**src/rtl/dcb_pkg.sv**
```systemverilog
// dcb_pkg: shared constants and elaboration-time helpers for the data
// connection block. Holds the clog2 helper, the derived field widths,
// the configuration field offsets and the output-select encoding.
package dcb_pkg;

    // Output-select encoding: 0 passes the north track group straight
    // through; values from OSEL_WORD_BASE upward pick MAC output words.
    localparam int OSEL_PASS      = 0;
    localparam int OSEL_WORD_BASE = 1;

    function automatic int clog2(input int v);
        int r;
        r = 0;
        while ((1 << r) < v) r++;
        return r;
    endfunction

    function automatic int in_sel_w(input int groups);
        return (clog2(groups) > 1) ? clog2(groups) : 1;
    endfunction

    function automatic int out_sel_w(input int dataout);
        return clog2(dataout + 1);
    endfunction

    // Per-input field is {reg, en, sel}.
    function automatic int in_field_w(input int isw);
        return isw + 2;
    endfunction

    function automatic int conf_width(input int datain, input int groups,
                                      input int isw, input int osw);
        return datain * in_field_w(isw) + groups * osw;
    endfunction

    function automatic int chain_len(input int cw, input int cfg_bits);
        return (cw + cfg_bits - 1) / cfg_bits;
    endfunction

    function automatic int in_field_off(input int i, input int isw);
        return i * in_field_w(isw);
    endfunction

    // Output selects are packed directly above the last input field.
    function automatic int osel_off(input int g, input int datain,
                                    input int isw, input int osw);
        return datain * in_field_w(isw) + g * osw;
    endfunction

endpackage

```
**src/rtl/dcb_cfg_chain.sv**
```systemverilog
// dcb_cfg_chain: serial, double-buffered configuration store.
// A CHAIN_LEN*CFG_BITS shadow shift register is loaded one chunk per
// cfg_shift (entry at the MSB, exit at the LSB for daisy-chaining). A
// commit copies the shadow into the active configuration only when a
// full chain has been shifted since the last commit or reset; otherwise
// the commit is rejected and cfg_err pulses for one cycle.
// Ports:
//   clk, rst_n         clock, asynchronous active-low reset
//   cfg_shift, cfg_in  shift enable and incoming chunk
//   cfg_commit         request shadow -> active copy
//   cfg_out            shadow LSB chunk (registered)
//   cfg_full           CHAIN_LEN chunks shifted since commit/reset
//   cfg_err            one-cycle pulse after a rejected commit
//   active_cfg         active configuration vector
module dcb_cfg_chain
    import dcb_pkg::*;
#(
    parameter int CFG_BITS   = 8,
    parameter int CONF_WIDTH = 30,
    parameter int CHAIN_LEN  = 4
) (
    input  logic                  clk,
    input  logic                  rst_n,
    input  logic                  cfg_shift,
    input  logic [CFG_BITS-1:0]   cfg_in,
    input  logic                  cfg_commit,
    output logic [CFG_BITS-1:0]   cfg_out,
    output logic                  cfg_full,
    output logic                  cfg_err,
    output logic [CONF_WIDTH-1:0] active_cfg
);

    localparam int SH_W  = CHAIN_LEN * CFG_BITS;
    localparam int CNT_W = clog2(CHAIN_LEN + 1);

    logic [SH_W-1:0]  shadow;
    logic [CNT_W-1:0] cnt;
    logic             commit_ok;

    assign cfg_full  = (cnt == CNT_W'(CHAIN_LEN));
    assign commit_ok = cfg_commit & cfg_full;
    assign cfg_out   = shadow[CFG_BITS-1:0];

    always_ff @(posedge clk or negedge rst_n) begin
        if (!rst_n) begin
            shadow     <= '0;
            cnt        <= '0;
            cfg_err    <= 1'b0;
            active_cfg <= '0;
        end else begin
            if (cfg_shift)
                shadow <= (shadow >> CFG_BITS) | (SH_W'(cfg_in) << (SH_W - CFG_BITS));

            // Active takes the pre-shift shadow; a shift in the commit
            // cycle becomes the first chunk of the next load.
            if (commit_ok) begin
                active_cfg <= shadow[CONF_WIDTH-1:0];
                cnt        <= cfg_shift ? CNT_W'(1) : '0;
            end else if (cfg_shift && !cfg_full) begin
                cnt <= cnt + CNT_W'(1);
            end

            cfg_err <= cfg_commit & ~cfg_full;
        end
    end

endmodule

```
**src/rtl/data_connection_block_mux.sv**
```systemverilog
// data_connection_block_mux: statically configured routing between W
// fabric tracks and a MAC's input/output words.
//   - Each of DATAIN MAC input words selects one WW-wide track group of
//     north_in, can be gated off, and optionally passes through a
//     one-cycle pipeline register.
//   - Each of the G track groups of south_out either passes north_in
//     through, carries one MAC output word, or drives zero.
// Ports:
//   clk, rst_n                         clock, asynchronous active-low reset
//   cfg_shift, cfg_in, cfg_commit      serial configuration load/commit
//   cfg_out, cfg_full, cfg_err         chain output and status
//   north_in / south_out               fabric tracks in / out (W bits)
//   data_input                         words to the MAC (WW*DATAIN)
//   data_output                        words from the MAC (WW*DATAOUT)
module data_connection_block_mux
    import dcb_pkg::*;
#(
    parameter int W        = 16,
    parameter int WW       = 8,
    parameter int DATAIN   = 8,
    parameter int DATAOUT  = 4,
    parameter int CFG_BITS = 8
) (
    input  logic                    clk,
    input  logic                    rst_n,
    input  logic                    cfg_shift,
    input  logic [CFG_BITS-1:0]     cfg_in,
    input  logic                    cfg_commit,
    output logic [CFG_BITS-1:0]     cfg_out,
    output logic                    cfg_full,
    output logic                    cfg_err,
    input  logic [W-1:0]            north_in,
    output logic [W-1:0]            south_out,
    output logic [WW*DATAIN-1:0]    data_input,
    input  logic [WW*DATAOUT-1:0]   data_output
);

    localparam int G          = W / WW;
    localparam int IN_SEL_W   = in_sel_w(G);
    localparam int OUT_SEL_W  = out_sel_w(DATAOUT);
    localparam int CONF_WIDTH = conf_width(DATAIN, G, IN_SEL_W, OUT_SEL_W);
    localparam int CHAIN_LEN  = chain_len(CONF_WIDTH, CFG_BITS);

    logic [CONF_WIDTH-1:0] active_cfg;

    dcb_cfg_chain #(
        .CFG_BITS  (CFG_BITS),
        .CONF_WIDTH(CONF_WIDTH),
        .CHAIN_LEN (CHAIN_LEN)
    ) u_cfg (
        .clk       (clk),
        .rst_n     (rst_n),
        .cfg_shift (cfg_shift),
        .cfg_in    (cfg_in),
        .cfg_commit(cfg_commit),
        .cfg_out   (cfg_out),
        .cfg_full  (cfg_full),
        .cfg_err   (cfg_err),
        .active_cfg(active_cfg)
    );

    for (genvar i = 0; i < DATAIN; i++) begin : g_in
        localparam int OFF = in_field_off(i, IN_SEL_W);

        logic [IN_SEL_W-1:0] sel;
        logic                en;
        logic                use_reg;
        logic [WW-1:0]       src;
        logic [WW-1:0]       gated_p0;
        logic [WW-1:0]       word_p1;

        assign sel     = active_cfg[OFF +: IN_SEL_W];
        assign en      = active_cfg[OFF + IN_SEL_W];
        assign use_reg = active_cfg[OFF + IN_SEL_W + 1];

        // Explicit compare mux: a select beyond the last group matches
        // nothing and yields zero instead of an out-of-range slice.
        always_comb begin
            src = '0;
            for (int g = 0; g < G; g++)
                if (sel == IN_SEL_W'(g)) src = north_in[g*WW +: WW];
        end

        assign gated_p0 = en ? src : '0;

        // p0 -> p1: loads every cycle so switching use_reg on a commit
        // sees an up-to-date value immediately.
        always_ff @(posedge clk or negedge rst_n) begin
            if (!rst_n) word_p1 <= '0;
            else        word_p1 <= gated_p0;
        end

        assign data_input[i*WW +: WW] = use_reg ? word_p1 : gated_p0;
    end

    for (genvar g = 0; g < G; g++) begin : g_grp
        localparam int OFF = osel_off(g, DATAIN, IN_SEL_W, OUT_SEL_W);

        logic [OUT_SEL_W-1:0] osel;
        logic [WW-1:0]        grp_out;

        assign osel = active_cfg[OFF +: OUT_SEL_W];

        always_comb begin
            grp_out = '0;
            if (osel == OUT_SEL_W'(OSEL_PASS)) begin
                grp_out = north_in[g*WW +: WW];
            end else begin
                for (int k = 0; k < DATAOUT; k++)
                    if (osel == OUT_SEL_W'(OSEL_WORD_BASE + k))
                        grp_out = data_output[k*WW +: WW];
            end
        end

        assign south_out[g*WW +: WW] = grp_out;
    end

endmodule

```
**config.mk**
```make
export PLATFORM = sky130hd
export DESIGN_NAME = data_connection_block_mux
export DESIGN_NICKNAME = d
export VERILOG_FILES = /design/src/rtl/dcb_pkg.sv /design/src/rtl/dcb_cfg_chain.sv /design/src/rtl/data_connection_block_mux.sv
export SDC_FILE = /design/constraint.sdc
export NUM_CORES = 1
export LEC_CHECK = 0
export CAP_MARGIN = 10
export CORE_MARGIN = 5
export CORE_UTILIZATION = 45
export CTS_CLUSTER_DIAMETER = 200
export DETAILED_ROUTE_END_ITERATION = 10
export GPL_TIMING_DRIVEN = 1
export MAX_ROUTING_LAYER = met4
export PLACE_DENSITY_LB_ADDON = 0.25
export SETUP_SLACK_MARGIN = 0.2
export SLEW_MARGIN = 10
export SYNTH_ARGS = -nofsm -noshare
export SYNTH_HDL_FRONTEND = slang
export SYNTH_SLANG_ARGS = --single-unit
```
**constraint.sdc**
```tcl
create_clock -name clk -period 1.29 [get_ports clk]
set_input_delay 0.129 -clock clk [delete_from_list [all_inputs] [get_ports clk]]
set_output_delay 0.129 -clock clk [all_outputs]
set_load 0.02 [all_outputs]
```
# Yosys cells after proc, flatten, opt, wreduce, memory -nomap -nowiden
# Index checks and enable logic that the tools add are counted.
# word_totals
output_inout_bits	90
wordCells	68
latchBits	0
inputBits	60
rom_bits	0
regBits	130
n_memories	0
ramBits	0
# op_classes
bitwise_logic	4
n_div	0
addsub	1
n_shift	0
n_eq_ne	9
reduce_logical	5
n_mul	0
muxes	37
magnitude_cmp	0
# ops
operator	count
$mux W8	34
$or A24 B32 Y32	1
$eq A3 B2 Y1 const B	4
$eq A3 B3 Y1 const B	3
$eq A3 B1 Y1 const B	2
$logic_not A3 Y1	2
$mux W3	2
$add A3 B1 Y3 const B	1
$and A1 B1 Y1	2
$reduce_bool A2 Y1	1
$logic_and A1 B1 Y1	1
$logic_not A1 Y1	1
$mux W1	1
$not A1 Y1	1

# Depth between registers and ports, before layout
# logic_depth
depth_word	6
mapped_depth	5
ltp_nobuf	5

# Hierarchy
# From an unflattened synthesis, not the netlist that was laid out.
# unflattened
hier_cells	529
hier_area_um2	6899.1
# modules_own_cells
mod	seq_area_each_um2	area_per_inst_um2	n_inst	cells_each
data_connection_block_mux	1601.5	4187.8	1	366
dcb_cfg_chain	1651.6	2711.4	1	163

# Worst setup path before layout
# No wires, ideal clock.
# synth_path
kind	register -> output
startpoint	reg u_cfg.active_cfg[24]
endpoint	out south_out[7]
arrival_time_ns	1.289
stages_incl_launch_ff	4
path_slack_ns	-0.128
required_ns	1.161
path_buffers	2
cell_sequence	dfrtp_1 -> buf_4 -> buf_4 -> o31ai_1
# synth_between
elab_chain_len	6
# synth_lines
element	line	text
start: declaration	dcb_cfg_chain.sv:30	output logic [CONF_WIDTH-1:0] active_cfg
start signal: assignment	dcb_cfg_chain.sv:57	active_cfg <= shadow[CONF_WIDTH-1:0];
$eq A3 B1 Y1	data_connection_block_mux.sv:110	if (osel == OUT_SEL_W'(OSEL_WORD_BASE + k))
$mux W8 (4 in a row)	data_connection_block_mux.sv:110	
$mux W8 (*)	data_connection_block_mux.sv:106	if (osel == OUT_SEL_W'(OSEL_PASS)) begin
end: declaration	data_connection_block_mux.sv:33	output logic [W-1:0] south_out,
# Mark *: on every way between the ends. The rest lies on a longest branch, timed or not.

# Final worst setup path
# layout_path
startpoint	reg u_cfg.active_cfg[28]
endpoint	out south_out[11]
# Same word-level chain as after synthesis.

==> impl_summary.log <==
[metrics] critical path startpoint category: flop
[metrics] synthesis warning total: 0
[metrics] Worst-Skew Late Latency: 0.41 ns
[metrics] Max-Cap Viols: 0
[metrics] Net count, final: 872
[metrics] final worst-path setup slack: -0.6069 ns
[metrics] average wire per standard cell: 21.22 µm
[metrics] power share of the sequential group: 0.246
[metrics] global route total overflow: 0
[metrics] number of enable flip-flop cells after synthesis: 0
[metrics] vias per std cell: 5.364
[metrics] met3 wire length: 992 µm
[metrics] fraction of the yosys area taken by sequential cells: 0.4791
[metrics] number of buffers created by CTS: 17
[metrics] Arrival @ worst endpoint: 1.77 ns
[metrics] final setup vio count: 114
[metrics] Final Instance Area: 11,260 µm²
[metrics] switching portion of total power: 0.3500
[metrics] period utilisation layout: 1.470
[metrics] total global routing track utilization: 0.2460
[metrics] total vias in the final route: 5,412
[metrics] number of flip-flops and latches in the synthesized netlist: 130
[metrics] Worst EP required: 1.16 ns
[metrics] cell-internal power: 18.27 mW
[metrics] most used flip-flop cell after synthesis: sky130_fd_sc_hd__dfrtp_1
[metrics] antenna violations before repair: 0
[metrics] clock network power share: 0.159
[metrics] DRC marker count from the first detailed-route iteration: 264
[metrics] DPL Wire Length: 13,620 µm
[metrics] horizontal extent of the die: 132.8 µm
[metrics] Setup Crit Path Kind: flop to output port
[metrics] Post-Synth Adder-Cell Area: 0.003685
[metrics] fmax: 527.2 MHz
[metrics] Clock transition at path regs: 0.05 ns
[metrics] library cell with the highest instance count after synthesis: sky130_fd_sc_hd__dfrtp_1
[metrics] buffers from clock root to sink, at most: 2
[metrics] proportion of layout cells with a drive suffix above 1: 0.5859
[metrics] core region area: 14,980 µm²
[metrics] proportion of netlist area held by the largest area contributor: 0.4791
[metrics] Final Hold Vio Count: 0
[metrics] met1 layer wirelength in the final routing: 8553 µm
[metrics] Yosys top cell by area: sky130_fd_sc_hd__dfrtp_1
[metrics] post-route insts no fill: 1,009
[metrics] Final Critical Period: 1.897 ns
[metrics] Tightest Hold Check Type: input pin to asynchronous set/reset pin
[metrics] post-synthesis cell area: 6790 µm²
[metrics] area fraction in and, or, nand and nor cells after synthesis: 0.07776
[metrics] Peak supply drop: 0.001149 V
[metrics] Mapped Nets: 589
[metrics] mean instance size in the synthesized netlist: 12.88 µm²
[metrics] maximum number of pins on one net before global-route repair: 47
[metrics] DRT antenna net count: 0
[metrics] combinational fraction of design power: 0.595
[metrics] critical path's top delay family: flip-flops
[metrics] CTS tree: done
[metrics] dominant cells by area after synthesis: sky130_fd_sc_hd__dfrtp_1, sky130_fd_sc_hd__mux2_2, sky130_fd_sc_hd__mux2i_1, sky130_fd_sc_hd__nor2b_1, sky130_fd_sc_hd__buf_4
[metrics] CTS Root Cell: sky130_fd_sc_hd__clkbuf_16
[metrics] cell at the slowest stage of the critical path: sky130_fd_sc_hd__dfrtp_1
[metrics] number of DRC violations after detailed routing: 0
[metrics] count of placed standard cells including taps: 878
[metrics] I/O Buffers: 149
[metrics] buffer and inverter count on the worst path: 2
[metrics] number of global-route vias before repair: 5,781
[metrics] pin slew with the least headroom to its limit: 0.4977 ns
[metrics] die area: 17,650 µm²
[metrics] total inserted antenna cells: 0
[metrics] number of I/O pins: 150
[metrics] Slew Limit Fails: 0
[metrics] switching power summed over all nets: 9.836 mW
[metrics] headroom to the max-slew limit: 0.6682
[metrics] wire length of the first global-routing pass: 32,660 µm
[metrics] count of unique library cells instantiated by Yosys: 38
[metrics] ratio of total power to cell area: 2496 nW/µm²
[metrics] failing checks: negative setup slack
[metrics] Crit. End Element: output port
[metrics] Total Power Consumption: 28.10 mW
[metrics] share of the synthesized netlist area taken by xor and xnor gates: 0
[metrics] portion of netlist area occupied by mux cells: 0.3573
[metrics] fraction of the mapped netlist area in compound gates: 0.03390
[metrics] async set-or-reset flop fraction in the synthesized netlist: 1.000
[metrics] Worst Skew: 0.006862 ns
[metrics] clk sinks: 130
[metrics] area after detailed placement: 9423 µm²
[metrics] starting utilization of the core area: 0.4534
[metrics] gpl congestion: 0.8502
[metrics] uppermost layer routed: met4
[metrics] Area Overhead vs Synth: 65.82%
[metrics] combinational family with the most area after synthesis: multiplexers
[metrics] Post-synth top cells: sky130_fd_sc_hd__dfrtp_1, sky130_fd_sc_hd__mux2_2, sky130_fd_sc_hd__mux2i_1, sky130_fd_sc_hd__nor2b_1, sky130_fd_sc_hd__buf_4
[metrics] y dimension of the die: 132.8 µm
[metrics] row count: 45
[metrics] dpl ws: -0.7448 ns
[metrics] cells along the critical path: buf_12, mux2_4, a221o_1, buf_6
[metrics] RSZ-0062 raised after global routing: true
[metrics] status: finished with violations
[metrics] first-pass iteration count of the detailed router: 4
[metrics] reported leakage power: 5.330 nW
[metrics] met2 wire length: 11,300 µm
[metrics] count of H-tree levels built during CTS: 4
[metrics] largest fanout on the critical path: 8
[metrics] maximum single-stage delay on the critical path: 0.42 ns
[metrics] sum of routed wire length over all layers: 21,410 µm
[metrics] gate count of the mapped netlist: 527
[layout by cell type, fill, tap and decap left out, types with 2 or more instances in the layout]
| master | count |
|---|---|
| sky130_fd_sc_hd__buf_4 | 78 |
| sky130_fd_sc_hd__nor2_1 | 7 |
| sky130_fd_sc_hd__a2bb2oi_2 | 5 |
| sky130_fd_sc_hd__o21ai_1 | 2 |
| sky130_fd_sc_hd__nand2_1 | 2 |
| sky130_fd_sc_hd__dfrtp_2 | 12 |
| sky130_fd_sc_hd__nor2b_2 | 4 |
| sky130_fd_sc_hd__nor3b_4 | 2 |
| sky130_fd_sc_hd__buf_12 | 29 |
| sky130_fd_sc_hd__mux2i_1 | 79 |
| sky130_fd_sc_hd__clkinv_2 | 5 |
| sky130_fd_sc_hd__clkdlybuf4s50_1 | 57 |
| sky130_fd_sc_hd__mux2_4 | 74 |
| sky130_fd_sc_hd__mux2_2 | 60 |
| sky130_fd_sc_hd__clkbuf_8 | 3 |
| sky130_fd_sc_hd__o21ai_2 | 6 |
| sky130_fd_sc_hd__dfrtp_1 | 118 |
| sky130_fd_sc_hd__buf_6 | 149 |
| sky130_fd_sc_hd__mux2i_4 | 4 |
| sky130_fd_sc_hd__clkbuf_16 | 17 |
| sky130_fd_sc_hd__clkinvlp_4 | 3 |
| sky130_fd_sc_hd__a221o_1 | 7 |
| sky130_fd_sc_hd__mux2i_2 | 6 |
| sky130_fd_sc_hd__inv_2 | 3 |
| sky130_fd_sc_hd__nor2b_1 | 61 |
| sky130_fd_sc_hd__buf_16 | 2 |
[path summary, 6_finish.rpt]
path / startpoint / endpoint / slack [ns] / cells after the start
worst max-delay path: u_cfg.active_cfg[28] / south_out[11] / -0.61 / 4
worst min-delay path: rst_n / u_cfg.shadow[30] / 0.15 / 2
worst max register to register: u_cfg.active_cfg[0] / g_in[0].word_p1[6] / -0.51 / 11
worst min register to register: u_cfg.shadow[30] / u_cfg.shadow[30] / 0.52 / 1
max in group asynchronous: rst_n / u_cfg.active_cfg[0] / 0.57 / 3
min in group clk: cfg_shift / u_cfg.cnt[2] / 0.25 / 4
[cell type report]
type | count | area (µm²)
sequential | 130 | 3268
clock inverter | 10 | 86.33
multi-input combinational | 340 | 3692
inverter | 3 | 11.26
fill | 894 | 3717
timing repair buffer | 318 | 3500
tap | 188 | 235.2
clock buffer | 20 | 466.7
[power by group through the flow]
| stage | Combinational [mW] | Clock (mW) | Sequential [mW] |
|---|---|---|---|
| final | 16.7 | 4.46 | 6.91 |
| after global routing | 17.5 | 4.71 | 7.08 |
| after CTS | 15.9 | 4.51 | 6.85 |
| after detailed placement | 12.9 | 0 | 7.17 |
| after global placement | 12.7 | 0 | 7.05 |
| after floorplan | 9.12 | 0 | 6.08 |
[routing by layer]
metal,vias up,global-route usage
met3,47,0.03840
met1,2764,0.2937
met5,-,-
met4,0,0.1022
met2,178,0.4153
li1,2423,-
[registers in the layout, indices dropped and copies added, names as in the netlist]
signal	flops
u_cfg.active_cfg	30
u_cfg.cnt	3
u_cfg.shadow	32
g_in.word_p1	64
u_cfg.cfg_err	1
[cell families (layout without fill, tap and decap cells)]
logic type | count (synthesis) | count (layout)
mux | 223 | 223
flops | 130 | 130
simple gates | 85 | 85
buf+inv | 57 | 351
compound gates | 30 | 30
fa+ha+maj | 2 | 2
[per-stage QoR]
| stage | TNS (ns) | util | hold WS [ns] |
|---|---|---|---|
| 2_1_floorplan | -0.05169 | - | -0.1666 |
| 3_3_place_gp | -54.82 | 0.6292 | 0.03767 |
| 3_5_place_dp | -57.65 | 0.6292 | 0.04350 |
| 4_1_cts | -44.78 | 0.7318 | 0.1393 |
| 5_1_grt | -51.40 | 0.7518 | 0.1828 |
| 6_report | -44.62 | 0.7518 | 0.1518 |
[repair_timing]
action,4_1_cts,5_1_grt
resized for setup,601,45
endpoints found under the hold margin,130,0
cloned,2,0
buffers inserted,81,17
pin swaps,10,5
hold buffers,1,0
setup endpoints to repair,131,139
Power figures use the tool's default switching activity.
